$ cat src/rtl/div_sequencer.sv
// Multi-cycle RISC-V style integer divider (DIV/DIVU/REM/REMU).
// Restoring division, one quotient bit per cycle, with sign fix-up and a special-case shortcut.
module div_sequencer #(
   parameter int unsigned XLEN = 32
) (
   input  logic            clk_i,
   input  logic            rst_ni,
   input  logic            start_i,
   input  logic [1:0]      op_i,
   input  logic [XLEN-1:0] dividend_i,
   input  logic [XLEN-1:0] divisor_i,
   input  logic            flush_i,
   output logic            busy_o,
   output logic            done_o,
   output logic [XLEN-1:0] result_o
);

   typedef enum logic [2:0] {StIdle, StPrep, StCalc, StFix, StDone} state_e;

   localparam logic [XLEN-1:0] One    = XLEN'(1);
   localparam logic [XLEN-1:0] IntMin = {1'b1, {(XLEN-1){1'b0}}};
   localparam logic [4:0]      LastIt = 5'(XLEN - 1);

   state_e          state_q;
   logic [1:0]      op_q;
   logic [XLEN-1:0] quo_q;     // holds the dividend until CALC shifts quotient bits into it
   logic [XLEN-1:0] dvs_q;
   logic [XLEN:0]   rem_q;
   logic            qneg_q;
   logic            rneg_q;
   logic [4:0]      cnt_q;
   logic [XLEN-1:0] result_q;
   logic            done_q;
   logic            busy_q;

   logic            signed_op;
   logic            dvd_neg;
   logic            dvs_neg;
   logic            div_zero;
   logic            overflow;
   logic [XLEN:0]   rem_sh;
   logic [XLEN+1:0] diff;
   logic            borrow;
   logic [XLEN-1:0] quo_fix;
   logic [XLEN-1:0] rem_fix;

   always_comb begin
      signed_op = ~op_q[0];
      dvd_neg   = signed_op & quo_q[XLEN-1];
      dvs_neg   = signed_op & dvs_q[XLEN-1];
      div_zero  = (dvs_q == '0);
      overflow  = signed_op && (quo_q == IntMin) && (dvs_q == '1);
      rem_sh    = {rem_q[XLEN-1:0], quo_q[XLEN-1]};
      diff      = {1'b0, rem_sh} - {2'b00, dvs_q};
      borrow    = diff[XLEN+1];
      quo_fix   = qneg_q ? (~quo_q + One) : quo_q;
      rem_fix   = rneg_q ? (~rem_q[XLEN-1:0] + One) : rem_q[XLEN-1:0];
   end

   always_ff @(posedge clk_i or negedge rst_ni) begin
      if (!rst_ni) begin
         state_q  <= StIdle;
         op_q     <= '0;
         quo_q    <= '0;
         dvs_q    <= '0;
         rem_q    <= '0;
         qneg_q   <= 1'b0;
         rneg_q   <= 1'b0;
         cnt_q    <= '0;
         result_q <= '0;
         done_q   <= 1'b0;
         busy_q   <= 1'b0;
      end else begin
         done_q <= 1'b0;
         if (flush_i) begin
            state_q <= StIdle;
            busy_q  <= 1'b0;
         end else begin
            unique case (state_q)
               StIdle: begin
                  if (start_i) begin
                     op_q    <= op_i;
                     quo_q   <= dividend_i;
                     dvs_q   <= divisor_i;
                     busy_q  <= 1'b1;
                     state_q <= StPrep;
                  end
               end
               StPrep: begin
                  if (div_zero) begin
                     result_q <= op_q[1] ? quo_q : '1;
                     done_q   <= 1'b1;
                     state_q  <= StDone;
                  end else if (overflow) begin
                     result_q <= op_q[1] ? '0 : IntMin;
                     done_q   <= 1'b1;
                     state_q  <= StDone;
                  end else begin
                     quo_q   <= dvd_neg ? (~quo_q + One) : quo_q;
                     dvs_q   <= dvs_neg ? (~dvs_q + One) : dvs_q;
                     rem_q   <= '0;
                     qneg_q  <= dvd_neg ^ dvs_neg;
                     rneg_q  <= dvd_neg;
                     cnt_q   <= '0;
                     state_q <= StCalc;
                  end
               end
               StCalc: begin
                  quo_q <= {quo_q[XLEN-2:0], ~borrow};
                  rem_q <= borrow ? rem_sh : diff[XLEN:0];
                  cnt_q <= cnt_q + 5'd1;
                  if (cnt_q == LastIt) begin
                     state_q <= StFix;
                  end
               end
               StFix: begin
                  result_q <= op_q[1] ? rem_fix : quo_fix;
                  done_q   <= 1'b1;
                  state_q  <= StDone;
               end
               StDone: begin
                  busy_q  <= 1'b0;
                  state_q <= StIdle;
               end
               default: begin
                  busy_q  <= 1'b0;
                  state_q <= StIdle;
               end
            endcase
         end
      end
   end

   assign busy_o   = busy_q;
   assign done_o   = done_q;
   assign result_o = result_q;

endmodule

$ cat config.mk
export PLATFORM = sky130hd
export DESIGN_NAME = div_sequencer
export DESIGN_NICKNAME = d
export VERILOG_FILES = /design/src/rtl/div_sequencer.sv
export SDC_FILE = /design/constraint.sdc
export NUM_CORES = 1
export LEC_CHECK = 0
export BUFFER_PORTS_ARGS = -buffer_cell sky130_fd_sc_hd__buf_2
export CORE_UTILIZATION = 40
export DETAILED_ROUTE_END_ITERATION = 10
export SLEW_MARGIN = 15
export SYNTH_ARGS = -nofsm -noshare
export SYNTH_HDL_FRONTEND = slang
export SYNTH_SLANG_ARGS = --single-unit
$ cat constraint.sdc
create_clock -name clk_i -period 5.9 [get_ports clk_i]
set_input_delay 0.59 -clock clk_i [delete_from_list [all_inputs] [get_ports clk_i]]
set_output_delay 0.59 -clock clk_i [all_outputs]
set_load 0.005 [all_outputs]
---- Word-level counts from Yosys, hierarchy flattened ----
Cells that the tools add are included.
operators by class
  magnitude comparators ................... 0
  add/subtract/negate cells ............... 5
  equality and inequality tests ........... 15
  divide/modulo/power cells ............... 0
  shift operators ......................... 0
  multiplexer cells ....................... 38
  bitwise operators ....................... 11
  reduce and logical (&&, ||, !) cells .... 17
  multiply operators ...................... 0
operators by type and width
  cell                                                  number
  two-way mux 32 bit                                    18
  case mux 32 bit (2 select lines)                      3
  adder 32 x 1 -> 32 bit (second input constant)        3
  inverter 32 bit                                       3
  case mux 32 bit (3 select lines)                      1
  equality test 32 bit (second input constant)          2
  subtractor 33 x 32 -> 34 bit                          1
  zero test 32 bit                                      1
  two-way mux 3 bit                                     5
  case mux 3 bit (4 select lines)                       1
  AND reduction 6 bit                                   2
  two-way mux 5 bit                                     2
  != test 2 bit (second input constant)                 5
  case mux 5 bit (2 select lines)                       1
  != test 3 bit (second input constant)                 3
  AND reduction 4 bit                                   2
  equality test 3 x 2 -> 1 bit (second input constant)  2
  AND reduction 3 bit                                   2
  nonzero test 2 bit                                    3
  adder 5 x 1 -> 5 bit (second input constant)          1
  equality test 5 bit (second input constant)           1
  two-way mux 1 bit                                     5
  inverter 1 bit                                        5
  case mux 1 bit (2 select lines)                       2
  9 further kinds                                       12
word-level totals
  bits in registers ....................... 142
  word-level logic and storage cells ...... 97
  bits in writable memories ............... 0
  memories kept ........................... 0
  output and inout bits ................... 34
  latch bits .............................. 0
  ROM bits ................................ 0

---- Longest topological paths before layout ----
Gate-level depths: netlist of run 1.
  word-level depth ........................ 7
  mapped depth ............................ 14

---- Least setup slack after synthesis of run 1 ----
OpenSTA, ideal clock, no wires.
  path kind ............................... register to register
  start point ............................. reg quo_q[1]
  end point ............................... reg quo_q[30]
  path slack .............................. 2,786 ps
  clock period less this slack ............ 3,114 ps
  stages on the path, launching flop included .. 11
  arrival ................................. 2,993 ps
  path through ............................ dfrtp_1 inv_1 ha_1 or3b_2 nor3b_1 or3b_1 buf_6 or4_4 nor3b_1 a221o_1 a22o_1
on the way
  word-level cells in the longest chain between the ends .. 6
RTL lines
  what                              RTL line  source
  start, declared                   26        logic [XLEN-1:0] quo_q;
  start signal, assigned            83        quo_q <= dividend_i;
  start signal, assigned            99        quo_q <= dvd_neg ? (~quo_q + One) : quo_q;
  start signal, assigned            109       quo_q <= {quo_q[XLEN-2:0], ~borrow};
  inverter 32 bit                   99
  adder 32 x 1 -> 32 bit            99
  two-way mux 32 bit                99
  two-way mux 32 bit                94        end else if (overflow) begin
  two-way mux 32 bit                90        if (div_zero) begin
  case mux 32 bit (3 select lines)  79        unique case (state_q)
Parallel ways exist; a longest one is shown, timed or not. The select of a mux whose other input is x is not followed.
A chain may end at the register's enable or synchronous reset.

---- Final worst setup path of run 1 ----
  start point ............................. reg quo_q[1]
  end point ............................... reg dvs_q[7]
on the way
  word-level cells in the longest chain between the ends .. 5
RTL lines
  what                            RTL line  source
  equality test 32 bit            52        overflow = signed_op && (quo_q == IntMin) && (dvs_q == '1);
  logical AND 1 bit (2 in a row)  52
  != test 2 bit (no line)         --
  AND reduction 6 bit (no line)   --
  end signal, assigned            84        dvs_q <= divisor_i;
  end signal, assigned            100       dvs_q <= dvs_neg ? (~dvs_q + One) : dvs_q;
  end, declared                   27        logic [XLEN-1:0] dvs_q;
No other way between the ends.

==> impl_results.md, run 1 <==
* Die Y at between 150 and 200 µm
* Syn. warnings at 0
* Fmax at 257 MHz
* Crit path kind: flop to flop
* Fin worst setup slack at 2.01 ns
* Async SR Flop Fraction at 1.00
* CP Launch Type: flop
* Slew margin rel. at 0.355
* ANT nets after route at 0
* CTS Buffer Depth at 2
* Yosys cell types at 65
* Flops & latches, synth at 142
* CTS Sinks at 142
* EDFF count, synth at 0
* Vias in the first global route at 10.3k
* Tcrit/Tclk final at 0.660
* Final instance area at 12200 µm²
* # DRC at 0
* RR Startpoint: quo_q[1]$_DFFE_PN0P_
* DR vias/cell at a little over 6
* Hold Crit Class: input port to async pin
* Post-layout util at 0.453
* WL/cell at 20.8 µm
* Tightest Pin Transition at 0.959 ns
* Gate Count Post-Synth at ~1.4k
* Final min period at 3.89 ns
* Global-route wire length before repair at 58.2 mm
* # hold bufs at CTS at 0
* Reg2reg path depth at 10
* RSZ-0062 raised after global routing: false
* Synthesis-to-layout area growth at 11.5%
* Average size of a mapped cell at 7.87 µm²
* Core area at approximately 27000 µm²
* Setup crit start: quo_q[1]$_DFFE_PN0P_
* IO Count at 104
* Depth of the CTS H-tree at 4
* Syn_nets at between 1.5k and 2k
* Fillers at between 2k and 3k
* Die Span X at approximately 170 µm
* Storage element area at 3550 µm²
* Via Count at ~11k
* CP arrival at 4.20 ns
* Final Hold Violating Endpoints at 0
* Max-Cap Viols at 0
* Num CTS Buffers at 17
* Antenna cells at 0
* Multi-input logic area at 6850 µm²
* Placed Area at between 10000 and 15000 µm²
* Skew final at 0.00992 ns
* CTS tree: built
* Sequential fraction of the synthesis area at 0.324
* Syn Std Cell Area at 11000 µm²
* Share of cells above drive strength 1 at 0.123
* RePlAce Congestion at roughly 0.91
* Initial core utilization at 0.407
* DRT Pass-1 Iters at 7
* PwrDens at 395 nW/µm²
* Initial DRC count at 1101
* CP required at 6.21 ns
* Detailed placer's ending HPWL at 26.6 mm
* Total Routing Usage GR at 0.264
* Endpoints failing setup at 0
* TNS Setup at 0 ns
* Status: finished, final reports clean
* Final slew viol count at 0
* CP max FO at 23
* Port bufs at roughly 100
* Total power at approximately 4.8 mW
* Final nets at 1537
* Post_cts resized at 0
* Initial antenna violation count at 0
* Largest net degree at the start of global routing at 99
* WL final at 37.0 mm
* Worst-Skew Late Latency at 0.44 ns
* Type of destination of the critical path: flop
* Total gr overflow at 0
* Die Area at roughly 28000 µm²
* Pre-CTS WS at ~2.1 ns
* Dominant synthesized flop cell: dfrtp_1
* Cell row count at 60
* Leakage dissipation at 5.25 nW
* Total setup buffers inserted after CTS at 0
* Root buffer cell: clkbuf_16
* VDD IR max at 228 µV
* Clk slew on worst S/H paths at 0.07 ns
## layout make-up
| class | count | area share |
|---|---|---|
| Tap cell | 341 | 0.0349 |
| Timing Repair Buffer | 119 | 0.0525 |
| Clock inverter | 13 | 0.00962 |
| Clock buffer | 18 | 0.0359 |
| Sequential cell | 142 | 0.291 |
| Inverter | 50 | 0.0154 |
| Multi-Input combinational cell | 1098 | 0.561 |
## cells in the final DEF (no fill, tap or decap), types with 13 or more instances in the layout
cell type,netlist,layout
nand2_1,152,152
dfrtp_1,142,142
o21ai_0,131,131
a21oi_1,116,115
buf_2,5,102
nor2_1,98,95
inv_1,50,50
xnor2_1,45,45
nor3_1,42,42
ha_1,38,38
nand3_1,37,37
xor2_1,32,32
or3_1,30,30
o211ai_1,29,29
a31oi_1,27,27
o31ai_1,24,24
nand4_1,23,23
a22o_1,23,23
a21o_1,18,18
a221oi_1,17,17
o22ai_1,17,17
mux2i_1,17,17
clkbuf_16,0,17
buf_4,0,16
nor3b_1,15,14
a221o_1,14,14
and3_1,13,13
## flip-flops by register name (all words and copies together), names as in the netlist
register	count
rem_q	32
done_o	1
rneg_q	1
busy_o	1
quo_q	32
result_o	32
state_q	3
qneg_q	1
op_q	2
dvs_q	32
cnt_q	5
## final timing paths
check	slack [ns]	to
setup / recovery	2.01	dvs_q[7]$_DFFE_PN0P_
max in group asynchronous	4.42	cnt_q[3]$_DFFE_PN0P_
setup reg to reg	2.01	dvs_q[7]$_DFFE_PN0P_
hold / removal	0.29	quo_q[6]$_DFFE_PN0P_
min in group clk_i	0.37	dvs_q[15]$_DFFE_PN0P_
hold reg to reg	0.48	result_o[24]$_DFFE_PN0P_
## power by group
part	leakage, nW	switching (mW)	internal, mW
Sequential	1.78	0.416	1.22
Clock	0.260	0.477	0.589
Combinational	3.21	1.28	0.852
## synth_stat cells, drive strengths merged (4+ instances only)
| master | number | area, µm² |
|---|---|---|
| a211oi | 10 | 75.1 |
| a21o | 18 | 135 |
| a21oi | 116 | 581 |
| a221o | 14 | 140 |
| a221oi | 17 | 149 |
| a22o | 23 | 201 |
| a22oi | 12 | 90.1 |
| a31oi | 27 | 169 |
| a32o | 4 | 40.0 |
| and3 | 13 | 81.3 |
| buf | 11 | 62.6 |
| clkbuf | 91 | 342 |
| dfrtp | 142 | 3550 |
| ha | 38 | 475 |
| inv | 50 | 188 |
| mux2i | 17 | 170 |
| nand2 | 152 | 571 |
| nand2b | 11 | 68.8 |
| nand3 | 37 | 185 |
| nand3b | 4 | 30.0 |
| nand4 | 23 | 144 |
| nor2 | 98 | 368 |
| nor2b | 6 | 37.5 |
| nor3 | 42 | 210 |
| nor3b | 15 | 113 |
| nor4 | 10 | 62.6 |
| o211ai | 29 | 218 |
| o21a | 6 | 45.0 |
| o21ai | 132 | 664 |
| o21bai | 4 | 30.0 |
| o221ai | 8 | 70.1 |
| o22ai | 17 | 106 |
| o31ai | 24 | 180 |
| o41ai | 5 | 43.8 |
| or2 | 12 | 75.1 |
| or3 | 31 | 199 |
| or4 | 12 | 97.6 |
| xnor2 | 45 | 394 |
| xor2 | 32 | 280 |
## critical path, cell delays in order, from the launching register on
cell      delay (ns)
dfrtp_1         0.42
inv_1           0.11
ha_1            0.20
or3b_2          0.52
nor3b_1         0.43
or3b_1          0.61
o21ai_2         0.40
nand2_1         0.08
nand2_1         0.66
o21ai_0         0.19
o311ai_0        0.13
## layer usage
layer,wire length [µm],vias to the layer above,GRT usage,share of wire
met2,17100,393,0.423,0.46
met4,939,0,0.0866,0.025
li1,-,5226,-,-
met3,2040,46,0.0430,0.055
met5,0,-,0,0
met1,16900,5360,0.362,0.46
## stage by stage
| stage | cells | hold WS, ns |
|---|---|---|
| 2_1_floorplan | 1392 | 0.294 |
| 3_3_place_gp | 1750 | 0.460 |
| 3_5_place_dp | 1750 | 0.471 |
| 4_1_cts | 1781 | 0.318 |
| 5_1_grt | 1781 | 0.351 |
| 6_report | 1781 | 0.286 |
## kinds of logic after synthesis
logic type | count (synthesis) | synth area share
compound gates | 490 | 0.288
flops | 142 | 0.324
simple gates | 473 | 0.210
buf+inv | 152 | 0.0540
fa+ha+maj | 39 | 0.0452
xor+xnor | 77 | 0.0615
mux | 19 | 0.0176
Note: power is estimated with default switching activity, not from simulation.
==> run 2, diff against run 1 <==
==> constraint.sdc (replaced) <==
create_clock -name clk_i -period 3.8 [get_ports clk_i]
set_input_delay 0.38 -clock clk_i [delete_from_list [all_inputs] [get_ports clk_i]]
set_output_delay 0.38 -clock clk_i [all_outputs]
set_load 0.005 [all_outputs]
==> run 2 against run 1 <==
The flow now finishes with violations (negative hold slack); routed wire length is essentially flat; clock skew grew 0.0056 ns; worst setup slack lost 1.7 ns; total power grew 56%; first-iteration DRC count shrank 13%; combinational power grew 58%; critical path depth is the same; cell count grew 1.1%; worst hold slack lost 0.32 ns; via count grew 0.57%; largest power group unchanged; highest routed layer unchanged.
==> impl_results.md, run 2 (synthesis results as in run 1) <==
* Status: finished, violations left
* Violated checks: negative hold slack
* Cell row count at 60
* Tightest Pin Transition at approximately 0.9 ns
* Max-Cap Viols at 0
* Via Count at 11.1k
* Synthesis-to-layout area growth at 13.4%
* Tcrit/Tclk final at 0.920
* Fmax at 286 MHz
* Placed Area at around 12000 µm²
* Worst-Skew Late Latency at 0.44 ns
* Leakage dissipation at 5.38 nW
* CP arrival at 3.82 ns
* # DRC at 0
* Detailed placer's ending HPWL at 27.4 mm
* Num CTS Buffers at 17
* Total gr overflow at 0
* # hold bufs at CTS at 0
* Depth of the CTS H-tree at 4
* IO Count at 104
* RSZ-0062 raised after global routing: false
* Initial antenna violation count at 0
* CTS tree: built
* Initial core utilization at 0.407
* Crit path to: quo_q[30]$_DFFE_PN0P_
* Skew final at approximately 0.015 ns
* DR vias/cell at between 6 and 7
* Most frequent cells in the layout: 152 x nand2_1, 142 x dfrtp_1, 131 x o21ai_0
* Final slew viol count at 0
* PwrDens at 605 nW/µm²
* CP required at 4.13 ns
* RePlAce Congestion at 0.915
* Port bufs at 103
* Final nets at 1555
* CP max FO at 9
* Final min period at 3.49 ns
* Share of cells above drive strength 1 at 0.134
* Die Span X at 168 µm
* TNS Setup at 0 ns
* CTS Buffer Depth at 2
* Initial DRC count at 962
* RR Startpoint: quo_q[1]$_DFFE_PN0P_
* Type of destination of the critical path: flop
* CP Launch Type: flop
* Fin worst setup slack at 0.305 ns
* Post_cts resized at 0
* VDD IR max at about 350 µV
* Fillers at around 2.7k
* Core area at 27000 µm²
* Worst hold margin at -0.0319 ns
* Flop2flop setup slack at 0.31 ns
* Pre-CTS WS at between 0.3 and 0.4 ns
* Reg2reg path depth at 10
* Global-route wire length before repair at 58.4 mm
* Final instance area at around 12000 µm²
* Total Routing Usage GR at 0.264
* Antenna cells at 0
* Worst r2r dst: quo_q[30]$_DFFE_PN0P_
* Crit path kind: flop to flop
* Die Y at between 150 and 200 µm
* Setup crit start: quo_q[1]$_DFFE_PN0P_
* Endpoints failing setup at 0
* WL final at between 30 and 40 mm
* ANT nets after route at 0
* Root buffer cell: clkbuf_16
* Die Area at ~28000 µm²
* Total setup buffers inserted after CTS at 0
* Hold Crit Class: input port to async pin
* Placed Cells at 1768
* DRT Pass-1 Iters at 7
* Non-filler cells, final at about 1.8k
* CTS Sinks at 142
* Leading cell type in the layout, fill and taps excluded: nand2_1
* Final Hold Violating Endpoints at 9
* Vias in the first global route at between 10k and 15k
* Largest net degree at the start of global routing at 80
* Slew margin rel. at 0.382
* Clk slew on worst S/H paths at ~0.070 ns
* WL/cell at 20.6 µm
==> run 2: changes by cell type in the layout (fill, tap and decap cells not counted), sizes merged <==
cell and change:
buf +18, inv +4, clkinvlp -3, clkbuf +2, bufinv -1, clkinv -1
==> run 2: worst min-delay path by stage <==
stage	slack, ns	startpoint	cells past startpoint	end
6_report	-0.03	rst_ni	1	quo_q[4]$_DFFE_PN0P_
3_3_place_gp	0.46	busy_o$_DFFE_PN0P_	1	busy_o$_DFFE_PN0P_
5_1_grt	0.03	rst_ni	1	quo_q[4]$_DFFE_PN0P_
4_1_cts	0.02	rst_ni	1	quo_q[4]$_DFFE_PN0P_
3_5_place_dp	0.46	result_o[12]$_DFFE_PN0P_	2	result_o[12]$_DFFE_PN0P_
2_1_floorplan	0.08	rst_ni	0	busy_o$_DFFE_PN0P_
==> run 2: layer usage <==
layer	wire length, µm	GRT usage	vias to the layer above	share of wire
met5	0	0	-	0
li1	-	-	5262	-
met2	17100	0.430	414	0.46
met1	16700	0.358	5341	0.45
met4	1000	0.0822	0	0.027
met3	2220	0.0440	71	0.060
==> run 2: worst max-delay path: stages, from the launching register on <==
cell and delay [ns]:
dfrtp_1 0.41, inv_1 0.11, ha_1 0.20, or3b_2 0.51, nor3b_1 0.21, buf_4 0.16
or3b_1 0.59, or4_4 0.59, nor3b_1 0.15, a221o_1 0.29, a22o_1 0.17
==> run 2: area by class of cell <==
class / count / area [µm²] / area share
clock buffers: 20 / 467 / 0.0375
clock inverters: 12 / 101 / 0.00815
inverters: 50 / 188 / 0.0151
multi-input cells: 1098 / 6850 / 0.551
flip-flops and latches: 142 / 3550 / 0.286
well taps: 341 / 427 / 0.0343
repair buffers: 137 / 840 / 0.0675
==> run 2: power breakdown <==
group	internal [mW]	switching, mW
clock network	0.903	0.728
logic	1.36	1.99
registers	1.89	0.641
==> run 2: per-stage QoR <==
step / utilization / total power [mW] / hold WS [ns]
floorplan: - / 4.76 / 0.0844
global placement: 0.440 / 5.81 / 0.458
detailed placement: 0.440 / 5.85 / 0.462
CTS: 0.461 / 7.49 / 0.0158
global route: 0.461 / 8.02 / 0.0343
finish: 0.461 / 7.52 / -0.0319
